**src/rtl/feed_ctrl_pkg.sv**
```systemverilog
`default_nettype none
//------------------------------------------------------------------------------
// Module : feed_ctrl_pkg
// Brief  : Shared types and helpers for the FIFO feed sequencer and its
//          skew-mask generator (also used by the B-operand controller).
// Rev    : 1.0  initial release
//------------------------------------------------------------------------------
package feed_ctrl_pkg;

    // Sequencer states; IDLE is the reset state
    typedef enum logic [1:0] {
        IDLE  = 2'd0,
        FILL  = 2'd1,
        DRAIN = 2'd2,
        DONE  = 2'd3
    } feed_state_t;

    // Number of drain cycles for a diagonally skewed DIM-lane bank
    function automatic int drain_len(input int dim);
        return 2 * dim - 1;
    endfunction

endpackage
`default_nettype wire

```
**src/rtl/fifo_feed_ctrl_skew_mask_gen.sv**
```systemverilog
`default_nettype none
//------------------------------------------------------------------------------
// Module : skew_mask_gen
// Brief  : Combinational diagonal-skew mask. Lane i is live while the drain
//          counter d satisfies i <= d < i+DIM; the shift enable is further
//          gated by the global stall. Not state-aware: callers gate it.
// Rev    : 1.0  initial release
//------------------------------------------------------------------------------
module skew_mask_gen #(
    parameter int DIM   = 8,
    parameter int CNT_W = $clog2(2 * DIM)
) (
    input  logic [CNT_W-1:0] i_drain_cnt,
    input  logic             i_hold,
    output logic [DIM-1:0]   o_fifo_en,
    output logic [DIM-1:0]   o_lane_valid
);

    for (genvar i = 0; i < DIM; i++) begin : g_lane
        // Window bounds for this lane; i+DIM <= 2*DIM-1 always fits CNT_W bits
        localparam logic [CNT_W-1:0] c_LO = CNT_W'(i);
        localparam logic [CNT_W-1:0] c_HI = CNT_W'(i + DIM);

        logic w_in_window;

        // Lane is inside its DIM-cycle drain window
        always_comb begin
            w_in_window     = (i_drain_cnt >= c_LO) && (i_drain_cnt < c_HI);
            o_lane_valid[i] = w_in_window;
            o_fifo_en[i]    = w_in_window && !i_hold;
        end
    end

endmodule
`default_nettype wire

```
**src/rtl/fifo_feed_ctrl.sv**
```systemverilog
`default_nettype none
//------------------------------------------------------------------------------
// Module : fifo_feed_ctrl
// Brief  : Sequencer for DIM delay-buffer FIFO lanes feeding a DIMxDIM
//          systolic array: lockstep fill from a valid/ready source, then a
//          diagonally skewed drain, then a one-cycle done pulse.
//          Optional macro FEED_CTRL_PERF_EN adds a saturating stall counter.
// Rev    : 1.0  initial release
//------------------------------------------------------------------------------
module fifo_feed_ctrl
    import feed_ctrl_pkg::*;
#(
    parameter int DIM = 8
) (
    input  logic           clk,
    input  logic           rst,
    input  logic           i_start,
    input  logic           i_hold,
    input  logic           i_src_valid,
    output logic           o_src_ready,
    output logic [DIM-1:0] o_fifo_en,
    output logic [DIM-1:0] o_lane_valid,
    output logic           o_array_en,
    output logic           o_busy,
`ifdef FEED_CTRL_PERF_EN
    output logic [31:0]    o_perf_stall_cnt,
`endif
    output logic           o_done
);

    localparam int                CNT_W        = $clog2(2 * DIM);
    localparam logic [CNT_W-1:0]  c_FILL_LAST  = CNT_W'(DIM - 1);
    localparam logic [CNT_W-1:0]  c_DRAIN_LAST = CNT_W'(drain_len(DIM) - 1);

    feed_state_t      r_state;
    feed_state_t      w_state_nxt;
    logic [CNT_W-1:0] r_fill_cnt;
    logic [CNT_W-1:0] r_drain_cnt;
    logic             w_beat;
    logic             w_start_ok;
    logic [DIM-1:0]   w_mask_en;
    logic [DIM-1:0]   w_mask_lv;

    assign w_beat     = (r_state == FILL) && i_src_valid && !i_hold;
    assign w_start_ok = (r_state == IDLE) && i_start;

    skew_mask_gen #(
        .DIM   (DIM),
        .CNT_W (CNT_W)
    ) u_skew (
        .i_drain_cnt  (r_drain_cnt),
        .i_hold       (i_hold),
        .o_fifo_en    (w_mask_en),
        .o_lane_valid (w_mask_lv)
    );

    // State register
    always_ff @(posedge clk or posedge rst) begin
        if (rst) r_state <= IDLE;
        else     r_state <= w_state_nxt;
    end

    // Next-state logic
    always_comb begin
        w_state_nxt = r_state;
        case (r_state)
            IDLE:    if (i_start) w_state_nxt = FILL;
            FILL:    if (w_beat && (r_fill_cnt == c_FILL_LAST)) w_state_nxt = DRAIN;
            DRAIN:   if (!i_hold && (r_drain_cnt == c_DRAIN_LAST)) w_state_nxt = DONE;
            DONE:    w_state_nxt = IDLE;
            default: w_state_nxt = IDLE;
        endcase
    end

    // Fill/drain counters advance only on accepted beats / unstalled drain cycles
    always_ff @(posedge clk or posedge rst) begin
        if (rst) begin
            r_fill_cnt  <= '0;
            r_drain_cnt <= '0;
        end else begin
            if (w_start_ok) begin
                r_fill_cnt <= '0;
            end else if (w_beat) begin
                r_fill_cnt <= r_fill_cnt + 1'b1;
                if (r_fill_cnt == c_FILL_LAST) r_drain_cnt <= '0;
            end
            if ((r_state == DRAIN) && !i_hold) begin
                r_drain_cnt <= r_drain_cnt + 1'b1;
            end
        end
    end

    // Output decode from state, counters, hold and src_valid
    always_comb begin
        o_src_ready  = 1'b0;
        o_fifo_en    = '0;
        o_lane_valid = '0;
        o_array_en   = 1'b0;
        o_busy       = (r_state != IDLE);
        o_done       = (r_state == DONE);
        case (r_state)
            FILL: begin
                o_src_ready = !i_hold;
                o_fifo_en   = {DIM{w_beat}};
            end
            DRAIN: begin
                o_fifo_en    = w_mask_en;
                o_lane_valid = w_mask_lv;
                o_array_en   = !i_hold;
            end
            default: ;
        endcase
    end

`ifdef FEED_CTRL_PERF_EN
    logic [31:0] r_perf_stall_cnt;
    logic        w_stall;

    assign w_stall          = (r_state != IDLE) &&
                              (i_hold || ((r_state == FILL) && !i_src_valid));
    assign o_perf_stall_cnt = r_perf_stall_cnt;

    // Saturating stall-cycle counter, cleared when a tile is accepted
    always_ff @(posedge clk or posedge rst) begin
        if (rst)                                         r_perf_stall_cnt <= '0;
        else if (w_start_ok)                             r_perf_stall_cnt <= '0;
        else if (w_stall && (r_perf_stall_cnt != '1))    r_perf_stall_cnt <= r_perf_stall_cnt + 32'd1;
    end
`endif

endmodule
`default_nettype wire

```
**config.mk**
```make
export PLATFORM = sky130hd
export DESIGN_NAME = fifo_feed_ctrl
export DESIGN_NICKNAME = d
export VERILOG_FILES = /design/src/rtl/feed_ctrl_pkg.sv /design/src/rtl/fifo_feed_ctrl_skew_mask_gen.sv /design/src/rtl/fifo_feed_ctrl.sv
export SDC_FILE = /design/constraint.sdc
export NUM_CORES = 1
export LEC_CHECK = 0
export CAP_MARGIN = 25
export CORE_UTILIZATION = 45
export DETAILED_ROUTE_END_ITERATION = 7
export PLACE_DENSITY = 0.74
export SYNTH_ARGS = -nofsm -noshare
export SYNTH_HDL_FRONTEND = slang
export SYNTH_SLANG_ARGS = --single-unit
```
**constraint.sdc**
```tcl
create_clock -name clk -period 2.2 [get_ports clk]
set_input_delay 0.44 -clock clk [delete_from_list [all_inputs] [get_ports clk]]
set_output_delay 0.44 -clock clk [all_outputs]
set_load 0.01 [all_outputs]
```
Word level (Yosys, flattened, before mapping)
Cells that the tools add are included. W data, S select, Z words.

Flip-flop bits (word level): 10. Input port bits: 5. Output and inout bits: 20. Word-level logic and storage cells: 74.

Add/sub/neg operators: 2. Order comparisons: 16. Equality and inequality tests: 9. Mux-type cells: 14. Reduce and logical (&&, ||, !) cells: 30.

Operators by type and width (count): $lt A4 B4 Y1 const B (8); $mux W4 (6); $logic_and A1 B1 Y1 (22); $ge A4 B3 Y1 const B (4); $pmux W8 S2 (1); $add A4 B1 Y4 const B (2); $ge A4 B1 Y1 const B (2); $ge A4 B2 Y1 const B (2); $mux W8 (1); $pmux W2 S4 (1); $reduce_bool A2 Y1 (4); $mux W2 (3); $reduce_and A3 Y1 (2); $eq A2 B2 Y1 const B (2); $eq A4 B3 Y1 const B (1); $eq A4 B4 Y1 const B (1); $ne A2 B1 Y1 const B (2); $ne A2 B2 Y1 const B (2); $eq A2 B1 Y1 const B (1); $logic_not A2 Y1 (1); $mux W1 (2); $logic_not A1 Y1 (1).

Logic depth before layout (Yosys ltp)
Gate-level depths: netlist of the first run.

Depth in word-level cells: 6. Depth in mapped cells: 7. Depth with buffers taken out: 6.

Cells and area by module
A second synthesis of the first run with hierarchy kept.

Cell total of the unflattened synthesis: 136. Area total of the unflattened synthesis: 1159.9 µm².

By module, submodules not included: fifo_feed_ctrl (instances 1, cells an instance 87, area an instance 785.8 µm², seq. area each 250.2 µm²); skew_mask_gen (instances 1, cells an instance 49, area an instance 374.1 µm², seq. area each 0.0 µm²).

Worst setup path before layout of the first run
OpenSTA, ideal clock, no wires.

Path kind: reg2out. Start: register r_drain_cnt[3]. End: output port o_lane_valid[3]. Data arrival time: 1.610 ns. Slack: 0.150 ns. Stages on the path, launching flop included: 5. Buffers on the path: 0. Path through: dfrtp_1 inv_1 ha_1 nor2b_1 a2111oi_0.

Cells in the longest elaborated chain, start to end: 3. Elaborated cells between the ends (all ways): 4. Those cells by class: 2 x order compare; 1 x mux; 1 x reduce/logical.

RTL lines: start, declared (line fifo_feed_ctrl.sv:38) `logic [CNT_W-1:0] r_drain_cnt;`; start signal, assigned (line fifo_feed_ctrl.sv:88) `r_drain_cnt <= r_drain_cnt + 1'b1;`; $ge A4 B2 Y1 / $lt A4 B4 Y1 (equally long branches) (line fifo_feed_ctrl_skew_mask_gen.sv:28) `w_in_window = (i_drain_cnt >= c_LO) && (i_drain_cnt < c_HI);`; $logic_and A1 B1 Y1 (*) (line fifo_feed_ctrl_skew_mask_gen.sv:28); $mux W8 (*) (line fifo_feed_ctrl.sv:101) `case (r_state)`; end, declared (line fifo_feed_ctrl.sv:22) `output logic [DIM-1:0] o_lane_valid,`.

Every way passes the cells marked *; elsewhere a longest branch is shown, timed or not.

Final worst setup path of the first run
Start: register r_drain_cnt[2]. End: output port o_fifo_en[1].

Cells in the longest elaborated chain, start to end: 4. Elaborated cells between the ends (all ways): 5. Those cells by class: 2 x order compare; 1 x mux; 2 x reduce/logical.

RTL lines: $ge A4 B1 Y1 / $lt A4 B4 Y1 (equally long branches) (line fifo_feed_ctrl_skew_mask_gen.sv:28); $logic_and A1 B1 Y1 (*) (line fifo_feed_ctrl_skew_mask_gen.sv:28); $logic_and A1 B1 Y1 (*) (line fifo_feed_ctrl_skew_mask_gen.sv:30) `o_fifo_en[i] = w_in_window && !i_hold;`; $pmux W8 S2 (*) (line fifo_feed_ctrl.sv:101); end, declared (line fifo_feed_ctrl.sv:21) `output logic [DIM-1:0] o_fifo_en,`.

Marks and branches as above.

==> results of run 1 <==
[worst max-delay path: stages, from the launching register on]
cell and delay, ns:
dfrtp_1 0.42, inv_2 0.09, ha_4 0.16, nor2b_4 0.12, a311oi_2 0.31, buf_4 0.17, a21oi_2 0.04, nor2b_1 0.09
buf_2 0.13
[layout by cell type, fill, tap and decap left out, drive strengths merged]
cell type,instances
a2111oi,5
a21oi,13
a311oi,1
a32oi,1
a41oi,1
and2,4
and2b,1
and3b,1
buf,42
clkbuf,9
clkdlybuf4s15,2
clkdlybuf4s50,5
dfrtp,10
dlygate4sd2,2
dlymetal6s2s,2
ha,14
inv,14
mux2,1
mux2i,1
nand2,9
nand2b,2
nand3,2
nand4,2
nor2,9
nor2b,8
o21a,4
o21ai,1
o22ai,1
o311ai,1
o32a,1
or2,1
xnor2,2
xor2,2
[flip-flops by register name (all words and copies together) (netlist names)]
name / count
r_drain_cnt: 4
r_fill_cnt: 4
r_state: 2
[worst max path at each step]
stage	from	to	slack, ns
6_report	r_drain_cnt[2]$_DFFE_PP0P_	o_fifo_en[1]	-0.05
5_1_grt	r_drain_cnt[3]$_DFFE_PP0P_	o_fifo_en[3]	-0.12
4_1_cts	r_drain_cnt[3]$_DFFE_PP0P_	o_fifo_en[3]	-0.02
3_5_place_dp	i_hold	o_fifo_en[5]	-0.39
3_3_place_gp	i_hold	o_fifo_en[3]	-0.37
2_1_floorplan	r_drain_cnt[3]$_DFFE_PP0P_	o_lane_valid[3]	0.15
[kinds of logic (layout without fill, tap and decap cells)]
kind of cell / after synthesis / after routing / share of synthesized area
compound gates: 29 / 29 / 0.225
flops: 10 / 10 / 0.250
fa+ha+maj: 14 / 14 / 0.175
xor+xnor: 4 / 4 / 0.0350
buf+inv: 18 / 76 / 0.0874
simple gates: 39 / 39 / 0.207
mux: 2 / 2 / 0.0212
[where the power goes]
part | leakage [nW] | switching (mW) | internal (mW)
registers | 0.128 | 0.0910 | 0.256
clock network | 0.0210 | 0.0614 | 0.100
logic | 0.672 | 1.13 | 1.08
[synthesized netlist by cell type, types with 2 or more instances]
master and instances:
inv_1 13, ha_1 14, and2_2 4, nand2_1 9, xor2_1 2, nand4_1 2
xnor2_1 2, a21oi_1 12, nor2b_1 8, buf_6 2, o21a_1 4, a2111oi_0 4
nand3_1 2, nor2_1 9, dfrtp_1 10
[through the flow]
stage / TNS, ns / setup slack, ns / area, um2
6_report: -0.104 / -0.0498 / 1760
3_3_place_gp: -3.57 / -0.367 / 1410
5_1_grt: -0.623 / -0.118 / 1760
2_1_floorplan: 0 / 0.150 / 1000
4_1_cts: -0.0226 / -0.0213 / 1570
3_5_place_dp: -4.00 / -0.390 / 1410
[repair_timing]
item / 4_1_cts / 5_1_grt
resized for setup: 68 / 55
pin swaps: 4 / 14
buffers inserted: 10 / 4
setup endpoints to repair: 17 / 18
[routing by layer]
| metal | GRT usage | vias to the layer above |
|---|---|---|
| met5 | 0 | - |
| met4 | 0.118 | 0 |
| met3 | 0.0280 | 18 |
| met2 | 0.473 | 86 |
| met1 | 0.314 | 562 |
| li1 | - | 517 |
[final cells by class]
cell class,instances,area (um2),area share
clock buffer,4,36.3,0.0206
inverter,14,60.1,0.0342
multi-input combinational,88,913,0.520
sequential,10,251,0.143
tap,27,33.8,0.0192
timing repair buffer,58,463,0.263
==> results by group, run 1 <==
Global routing
  • Total grt overflow: 0
  • Largest net degree at the start of global routing: 11
  • Initial antenna violation count: 0
  • Gr usage total: 0.264
  • First-pass GRT wire length: between 4 and 5 mm
  • Vias in the first global route: 1,087

Route
  • Routed Antenna Nets: 0
  • Routed len/inst: 19.5 um
  • First-pass DRT Iterations: 4
  • Met2 wire len: 1.98 mm
  • Routed length on met3: 243 um
  • Routed met1 length: 1.53 mm
  • Top Metal Used: met4
  • Post-Route WL: between 3 and 4 mm
  • DR vias/cell: 5.89
  • Via Count: ~1,200
  • Initial DRC Count: 44
  • Number of remaining DRC errors: 0

Die
  • I/O pins: 25
  • Die height: 49.2 um
  • Core Rows: 16
  • Die Width: 49.2 um
  • Starting density of the core: 0.496
  • Core area: 0.00202 mm2
  • Die footprint: 0.00242 mm2

Synthesis
  • Register bit total from synthesis: 10
  • Syn Area/Cell: 8.64 um2
  • Top_reg_cell synth: dfrtp_1
  • Synth top area cells: dfrtp_1 25%, ha_1 17%, a21oi_1 6.0%, nor2b_1 5.0%, inv_1 4.9%
  • Post-synth top area share: 0.250
  • Area leader, netlist: dfrtp_1
  • Cell count after synthesis: 116
  • Post-synthesis async set-or-reset flop share: 1.00
  • Synth warnings: 0
  • Seq/Total Area, Yosys: 0.250
  • EDFF count, synth: 0
  • Post-synthesis cell area: 0.00100 mm2
  • Synthesized Nets: 135
  • Unique masters post-synth: 34

STA
  • Worst Setup Slack, final: -0.0498 ns
  • Final setup viols: 4
  • Crit share post-route: 1.02
  • Worst slew pin tran: roughly 0.37 ns
  • Slew Limit Headroom: 0.755
  • Skew final: around 0.0054 ns
  • Max-slew violation count: 0
  • RSZ-0062 raised after global routing: true
  • WHS: 0.438 ns
  • Final Hold Violating Endpoints: 0
  • Minimum clock period: 2.25 ns
  • Achievable Freq: 444 MHz

Worst setup path
  • WS Path Type: reg -> out
  • Startpoint class of the critical path: flip-flop
  • Reg2Reg Capture Point: r_state[1]$_DFFE_PP0P_
  • Worst Path Required: 1.76 ns
  • Worst reg-to-reg path cell count: 7
  • WP data arrival: 1.81 ns
  • CP Capture Type: output pin
  • Crit Path Max Fanout: 3
  • Reg2reg setup slack: 0.20 ns
  • Crit Reg-Reg Startpoint: r_state[1]$_DFFE_PP0P_

Clock tree
  • Clk buf depth: 2
  • Worst-path clk slew: 0.07 ns
  • CTS H-tree lvls: 1
  • Root buffer cell: clkbuf_4
  • TritonCTS clock tree: built
  • CTS Buf Count: 3
  • Cts hold-fix bufs: 0
  • Worst-Skew Late Latency: about 0.26 ns
  • # clock sinks: 10

Job
  • Maxcap violations: 0

Finish
  • ANT cells: 0
  • Net count reported at finish: 194
  • Share of layout cells above drive strength 1: 0.546
  • Non-Filler Instances: 201
  • Filler cells: 86
  • Fin util: 0.869
  • Synth-to-layout area growth: 75.4%

Placed design
  • Placer Congestion: 0.861
  • Detailed Place HPWL: 2.00 mm
  • Dpl cells: 185
  • I/O Buffers: 24

Power
  • Power per cell area: between 1500 and 2000 mW/mm2
  • Worst VDD drop: ~1.3 mV
  • Leakage: 0.821 nW
  • Overall power: 2.72 mW

Status
  • Failing checks: negative setup slack
  • Outcome: finished, violations left

Worst hold path
  • Worst hold path type: in -> async
Power figures use the tool's default switching activity.
==> run 2: changes to the inputs <==
--- a/config.mk
+++ b/config.mk
@@ -8,7 +8,9 @@
 export CAP_MARGIN = 25
 export CORE_UTILIZATION = 45
 export DETAILED_ROUTE_END_ITERATION = 7
+export HOLD_SLACK_MARGIN = 0.15
 export PLACE_DENSITY = 0.74
+export SKIP_LAST_GASP = 1
 export SYNTH_ARGS = -nofsm -noshare
 export SYNTH_HDL_FRONTEND = slang
 export SYNTH_SLANG_ARGS = --single-unit
==> run 2 against run 1 <==
The run still ends with negative setup slack left. Cell count unchanged. Core utilization increased by 3.0 points. Clock-buffer cell count unchanged. Power grew 5.1%. Wire length up 7.2%. Via count increased by 1.4%. Clock skew down 0.0024 ns. Largest cell class unchanged.
==> results by group, run 2 (synthesis gave the netlist of run 1 again) <==
Die
  • Die footprint: 0.00242 mm2
  • Core Rows: 16
  • Core area: 0.00202 mm2
  • I/O pins: 25
  • Die Width: ~50 um
  • Die height: 49.2 um
  • Starting density of the core: 0.496

Placed design
  • Dpl cells: about 190
  • Placer Congestion: between 0.8 and 0.9
  • Pre-CTS setup slack: -0.390 ns
  • Placement Cell Area: 0.00141 mm2
  • I/O Buffers: 24
  • Detailed Place HPWL: 2.00 mm

STA
  • Achievable Freq: 428 MHz
  • Minimum clock period: 2.34 ns
  • Slew Limit Headroom: 0.723
  • Skew final: 0.00297 ns
  • Max-slew violation count: 0
  • Worst Setup Slack, final: -0.139 ns
  • Final Hold Violating Endpoints: 0
  • Final setup viols: 7
  • Crit share post-route: 1.06
  • Worst slew pin tran: between 0.4 and 0.5 ns
  • WHS: around 0.44 ns
  • RSZ-0062 raised after global routing: true

Worst setup path
  • WS Path Type: reg -> out
  • Worst Setup SP: r_drain_cnt[3]$_DFFE_PP0P_
  • CP Capture Type: output pin
  • Reg2Reg Capture Point: r_state[1]$_DFFE_PP0P_
  • WP data arrival: 1.90 ns
  • Critical path endpoint: o_fifo_en[5]
  • Crit Path Max Fanout: 5
  • Reg2reg setup slack: around 0.19 ns
  • Crit Reg-Reg Startpoint: r_state[1]$_DFFE_PP0P_
  • Worst Path Required: roughly 1.8 ns
  • Startpoint class of the critical path: flip-flop
  • Worst reg-to-reg path cell count: 7

Power
  • Worst VDD drop: 1.30 mV
  • Leakage: 0.839 nW
  • Power per cell area: 1570 mW/mm2

Global routing
  • Total grt overflow: 0
  • Met2 GRT Util: 0.509
  • Largest net degree at the start of global routing: 11
  • First-pass GRT wire length: 4.99 mm
  • GRT busiest layer: met2
  • Vias in the first global route: 1,085
  • Initial antenna violation count: 0
  • M3 GR Usage: 0.0249
  • Gr usage total: 0.269
  • Met1 usage: 0.297

Finish
  • Filler cells: 75
  • Share of layout cells above drive strength 1: 0.523
  • Fin area: 0.00182 mm2
  • Synth-to-layout area growth: 81.4%
  • Commonest non-fill, non-tap cell in the layout: buf_4
  • Top flop regs: r_drain_cnt x4, r_fill_cnt x4, r_state x2
  • Most frequent cells in the layout: 25 x buf_4, 9 x a21oi_1, 9 x nor2_1, 9 x buf_6, 9 x dfrtp_1
  • ANT cells: 0
  • Net count reported at finish: 194
  • Non-Filler Instances: 201
  • Fin util: 0.899

Route
  • Initial DRC Count: 64
  • DR vias/cell: 5.97
  • First-pass DRT Iterations: 4
  • Routed Antenna Nets: 0
  • Via Count: 1,199
  • Post-Route WL: 4.19 mm
  • Routed len/inst: 20.9 um
  • Number of remaining DRC errors: 0

Clock tree
  • Worst-path clk slew: 0.07 ns
  • TritonCTS clock tree: built
  • # clock sinks: 10
  • Worst-Skew Late Latency: 0.27 ns
  • CTS H-tree lvls: 1
  • CTS Buf Count: 3
  • Clk buf depth: 2
  • Root buffer cell: clkbuf_4

Worst hold path
  • Worst hold path type: in -> async

Status
  • Outcome: finished, violations left
  • Failing checks: negative setup slack

Job
  • Maxcap violations: 0
[run 2: metal layers]
layer / vias to the layer above / wire length (um)
met1: 559 / 1660
met4: 0 / 212
met5: - / 0
met3: 24 / 288
met2: 101 / 2040
li1: 515 / -
[run 2: how the worst min path moves through the flow]
stage / from / end / slack (ns)
after floorplan: rst / r_drain_cnt[0]$_DFFE_PP0P_ / 0.28
after global placement: r_state[1]$_DFFE_PP0P_ / r_state[1]$_DFFE_PP0P_ / 0.54
after detailed placement: r_state[1]$_DFFE_PP0P_ / r_state[1]$_DFFE_PP0P_ / 0.56
after CTS: rst / r_fill_cnt[0]$_DFFE_PP0P_ / 0.45
after global routing: rst / r_fill_cnt[0]$_DFFE_PP0P_ / 0.49
final: rst / r_fill_cnt[0]$_DFFE_PP0P_ / 0.44
[run 2: stage by stage]
| step | total power [mW] | TNS (ns) |
|---|---|---|
| final | 2.86 | -0.476 |
| after global routing | 2.96 | -0.982 |
| after CTS | 2.15 | -0.194 |
| after detailed placement | 1.81 | -4.00 |
| after global placement | 1.77 | -3.57 |
| after floorplan | 1.16 | 0 |
[run 2: cell type report]
class,instances,area [um2],share of cell area
sequential,10,251,0.138
timing repair buffer,58,487,0.268
tap,27,33.8,0.0186
inverter,14,56.3,0.0310
multi-input combinational,88,953,0.524
clock buffer,4,36.3,0.0200
[run 2: power breakdown]
part           switching, mW  internal, mW
Combinational           1.19          1.15
Clock                 0.0645         0.101
Sequential             0.101         0.256
Total                   1.35          1.50
[run 2: repair_timing]
action / 4_1_cts / 5_1_grt
setup buffers: 10 / 5
hold buffers: 0 / 0
pin swaps: 4 / 12
endpoints found under the setup margin: 17 / 18
gates resized for setup: 61 / 56
[run 2: critical path: stages, from the launching register on]
cell and delay, ns:
dfrtp_2 0.48, inv_4 0.13, ha_4 0.17, nand2_2 0.07, a32oi_4 0.27, buf_6 0.13
a21oi_1 0.07, nor2b_1 0.16, buf_2 0.16
==> run 3: changes to the inputs <==
--- a/config.mk
+++ b/config.mk
@@ -6,10 +6,12 @@
 export NUM_CORES = 1
 export LEC_CHECK = 0
 export CAP_MARGIN = 25
-export CORE_UTILIZATION = 45
+export CELL_PAD_IN_SITES_DETAIL_PLACEMENT = 0
+export CELL_PAD_IN_SITES_GLOBAL_PLACEMENT = 2
+export CORE_UTILIZATION = 28
 export DETAILED_ROUTE_END_ITERATION = 7
 export HOLD_SLACK_MARGIN = 0.15
-export PLACE_DENSITY = 0.74
+export PLACE_DENSITY_LB_ADDON = 0.1
 export SKIP_LAST_GASP = 1
 export SYNTH_ARGS = -nofsm -noshare
 export SYNTH_HDL_FRONTEND = slang
==> run 3 against run 2 <==
The run still ends with negative setup slack left. Critical endpoint is now o_lane_valid[2]. Critical path depth shrank 3. Cell count grew 14%. Largest cell class unchanged. Register-to-register slack gained 0.26 ns. Sequential cell count is the same. Clock power is essentially flat. Sequential power shrank 2%. Sequential share of layout area shrank 0.29 points. Non-clock buffer count grew 9. Highest routed layer unchanged.
==> results by group, run 3 (synthesis gave the netlist of run 1 again) <==
Job
  • Maxcap violations: 0

Power
  • Overall power: 2.72 mW
  • Worst VDD drop: 0.734 mV
  • Power per cell area: 1450 mW/mm2
  • Leakage: between 0.8 and 0.9 nW

Finish
  • Filler cells: around 300
  • Synth-to-layout area growth: 87.1%
  • Fin util: 0.553
  • ANT cells: 0
  • Top flop regs: r_drain_cnt x4, r_fill_cnt x4, r_state x2
  • Share of layout cells above drive strength 1: 0.579
  • Net count reported at finish: a little over 200
  • Commonest non-fill, non-tap cell in the layout: buf_4
  • Most frequent cells in the layout: 35 x buf_4, 9 x buf_6
  • Fin area: 0.00188 mm2

Clock tree
  • Clk buf depth: 2
  • Root buffer cell: clkbuf_4
  • Worst-Skew Late Latency: 0.27 ns
  • TritonCTS clock tree: built
  • CTS Buf Count: 3
  • Worst-path clk slew: 0.07 ns
  • CTS H-tree lvls: 1
  • # clock sinks: 10

Route
  • Routed Antenna Nets: 0
  • Number of remaining DRC errors: 0
  • Post-Route WL: approximately 3.1 mm
  • Initial DRC Count: 24
  • First-pass DRT Iterations: 4
  • DR vias/cell: 4.67
  • Via Count: 1,069
  • Routed len/inst: 13.6 um

Placed design
  • Detailed Place HPWL: approximately 2.2 mm
  • Pre-CTS setup slack: -0.451 ns
  • Placement Cell Area: about 0.0015 mm2
  • Placer Congestion: 0.743
  • I/O Buffers: 24

STA
  • Achievable Freq: 451 MHz
  • Worst slew pin tran: ~0.38 ns
  • Minimum clock period: 2.22 ns
  • Final setup viols: 1
  • Slew Limit Headroom: 0.744
  • Final Hold Violating Endpoints: 0
  • Crit share post-route: 1.01
  • Worst Setup Slack, final: -0.0195 ns
  • Skew final: 0.00775 ns
  • RSZ-0062 raised after global routing: true
  • Max-slew violation count: 0

Global routing
  • M3 GR Usage: 0.0435
  • Met2 GRT Util: 0.292
  • GRT busiest layer: met2
  • Gr usage total: 0.178
  • First-pass GRT wire length: about 5 mm
  • Met1 usage: 0.245
  • Initial antenna violation count: 0
  • Vias in the first global route: about 1,000
  • Total grt overflow: 0
  • Largest net degree at the start of global routing: 11

Worst setup path
  • Startpoint class of the critical path: flip-flop
  • Crit Path Max Fanout: 4
  • WS Path Type: reg -> out
  • CP Capture Type: output pin
  • WP data arrival: roughly 1.8 ns
  • Worst Path Required: 1.76 ns

Die
  • Die footprint: roughly 0.0038 mm2
  • Die Width: 61.8 um
  • Starting density of the core: 0.296
  • Core area: 0.00339 mm2
  • Die height: around 60 um
  • Core Rows: 21
  • I/O pins: 25

Worst hold path
  • Worst hold path type: in -> async

Status
  • Failing checks: negative setup slack
  • Outcome: finished, violations left
run 3: cell count changes in the layout (fill, tap and decap cells not counted), moves of 2 or more:
cell	before	now
a21oi_1	9	6
and2_2	4	2
a21oi_2	3	5
dlygate4sd2_1	6	4
and2_4	0	2
buf_4	25	35
dfrtp_1	9	7
a2111oi_4	5	3
dfrtp_2	1	3
run 3: path summary, 6_finish.rpt:
| check | cells past startpoint | slack, ns | start | endpoint |
|---|---|---|---|---|
| worst min-delay path | 2 | 0.44 | rst | r_fill_cnt[1]$_DFFE_PP0P_ |
| worst max-delay path | 5 | -0.02 | r_drain_cnt[3]$_DFFE_PP0P_ | o_lane_valid[2] |
| worst max register to register | 6 | 0.45 | r_drain_cnt[0]$_DFFE_PP0P_ | r_state[1]$_DFFE_PP0P_ |
| max in group asynchronous | 2 | 1.45 | rst | r_drain_cnt[0]$_DFFE_PP0P_ |
| min in group clk | 2 | 0.58 | r_fill_cnt[3]$_DFFE_PP0P_ | r_fill_cnt[3]$_DFFE_PP0P_ |
| worst min register to register | 2 | 0.58 | r_fill_cnt[3]$_DFFE_PP0P_ | r_fill_cnt[3]$_DFFE_PP0P_ |
run 3: where the power goes:
| group | internal [mW] | leakage, nW | switching, mW |
|---|---|---|---|
| clock network | 0.100 | 0.0210 | 0.0669 |
| logic | 1.18 | 0.717 | 1.02 |
| registers | 0.260 | 0.126 | 0.0914 |
| total | 1.54 | 0.864 | 1.18 |
run 3: worst max-delay path, cell delays in order (launching register included):
cell and delay, ns:
dfrtp_2 0.44, buf_6 0.13, ha_4 0.15, buf_4 0.15
a2111oi_1 0.43, clkbuf_2 0.21
run 3: final cells by class:
class	count	area [um2]	area share
clock buffers	4	36.3	0.0193
well taps	46	57.6	0.0307
repair buffers	67	543	0.290
flip-flops and latches	10	254	0.135
inverters	14	57.6	0.0307
multi-input cells	88	927	0.494
run 3: timing repair:
action | CTS | global route
setup endpoints to repair | 17 | 14
pin swaps | 4 | 12
hold buffers | 0 | 0
resized for setup | 90 | 39
hold endpoints to repair | 0 | 0
setup buffers | 5 | 5
run 3: per-stage QoR:
| stage | hold slack, ns | TNS, ns | cells |
|---|---|---|---|
| CTS | 0.456 | -0.266 | 224 |
| detailed placement | 0.539 | -4.38 | 215 |
| finish | 0.445 | -0.0195 | 229 |
| global placement | 0.536 | -4.18 | 215 |
| global route | 0.501 | -0.388 | 229 |
| floorplan | 0.280 | 0 | 116 |
run 3: per-layer routing:
layer  vias up  routed length (um)
met2        14                1530
met1       519                1480
met5         -                   0
li1        534                   -
met4         0                  15
met3         2                  85
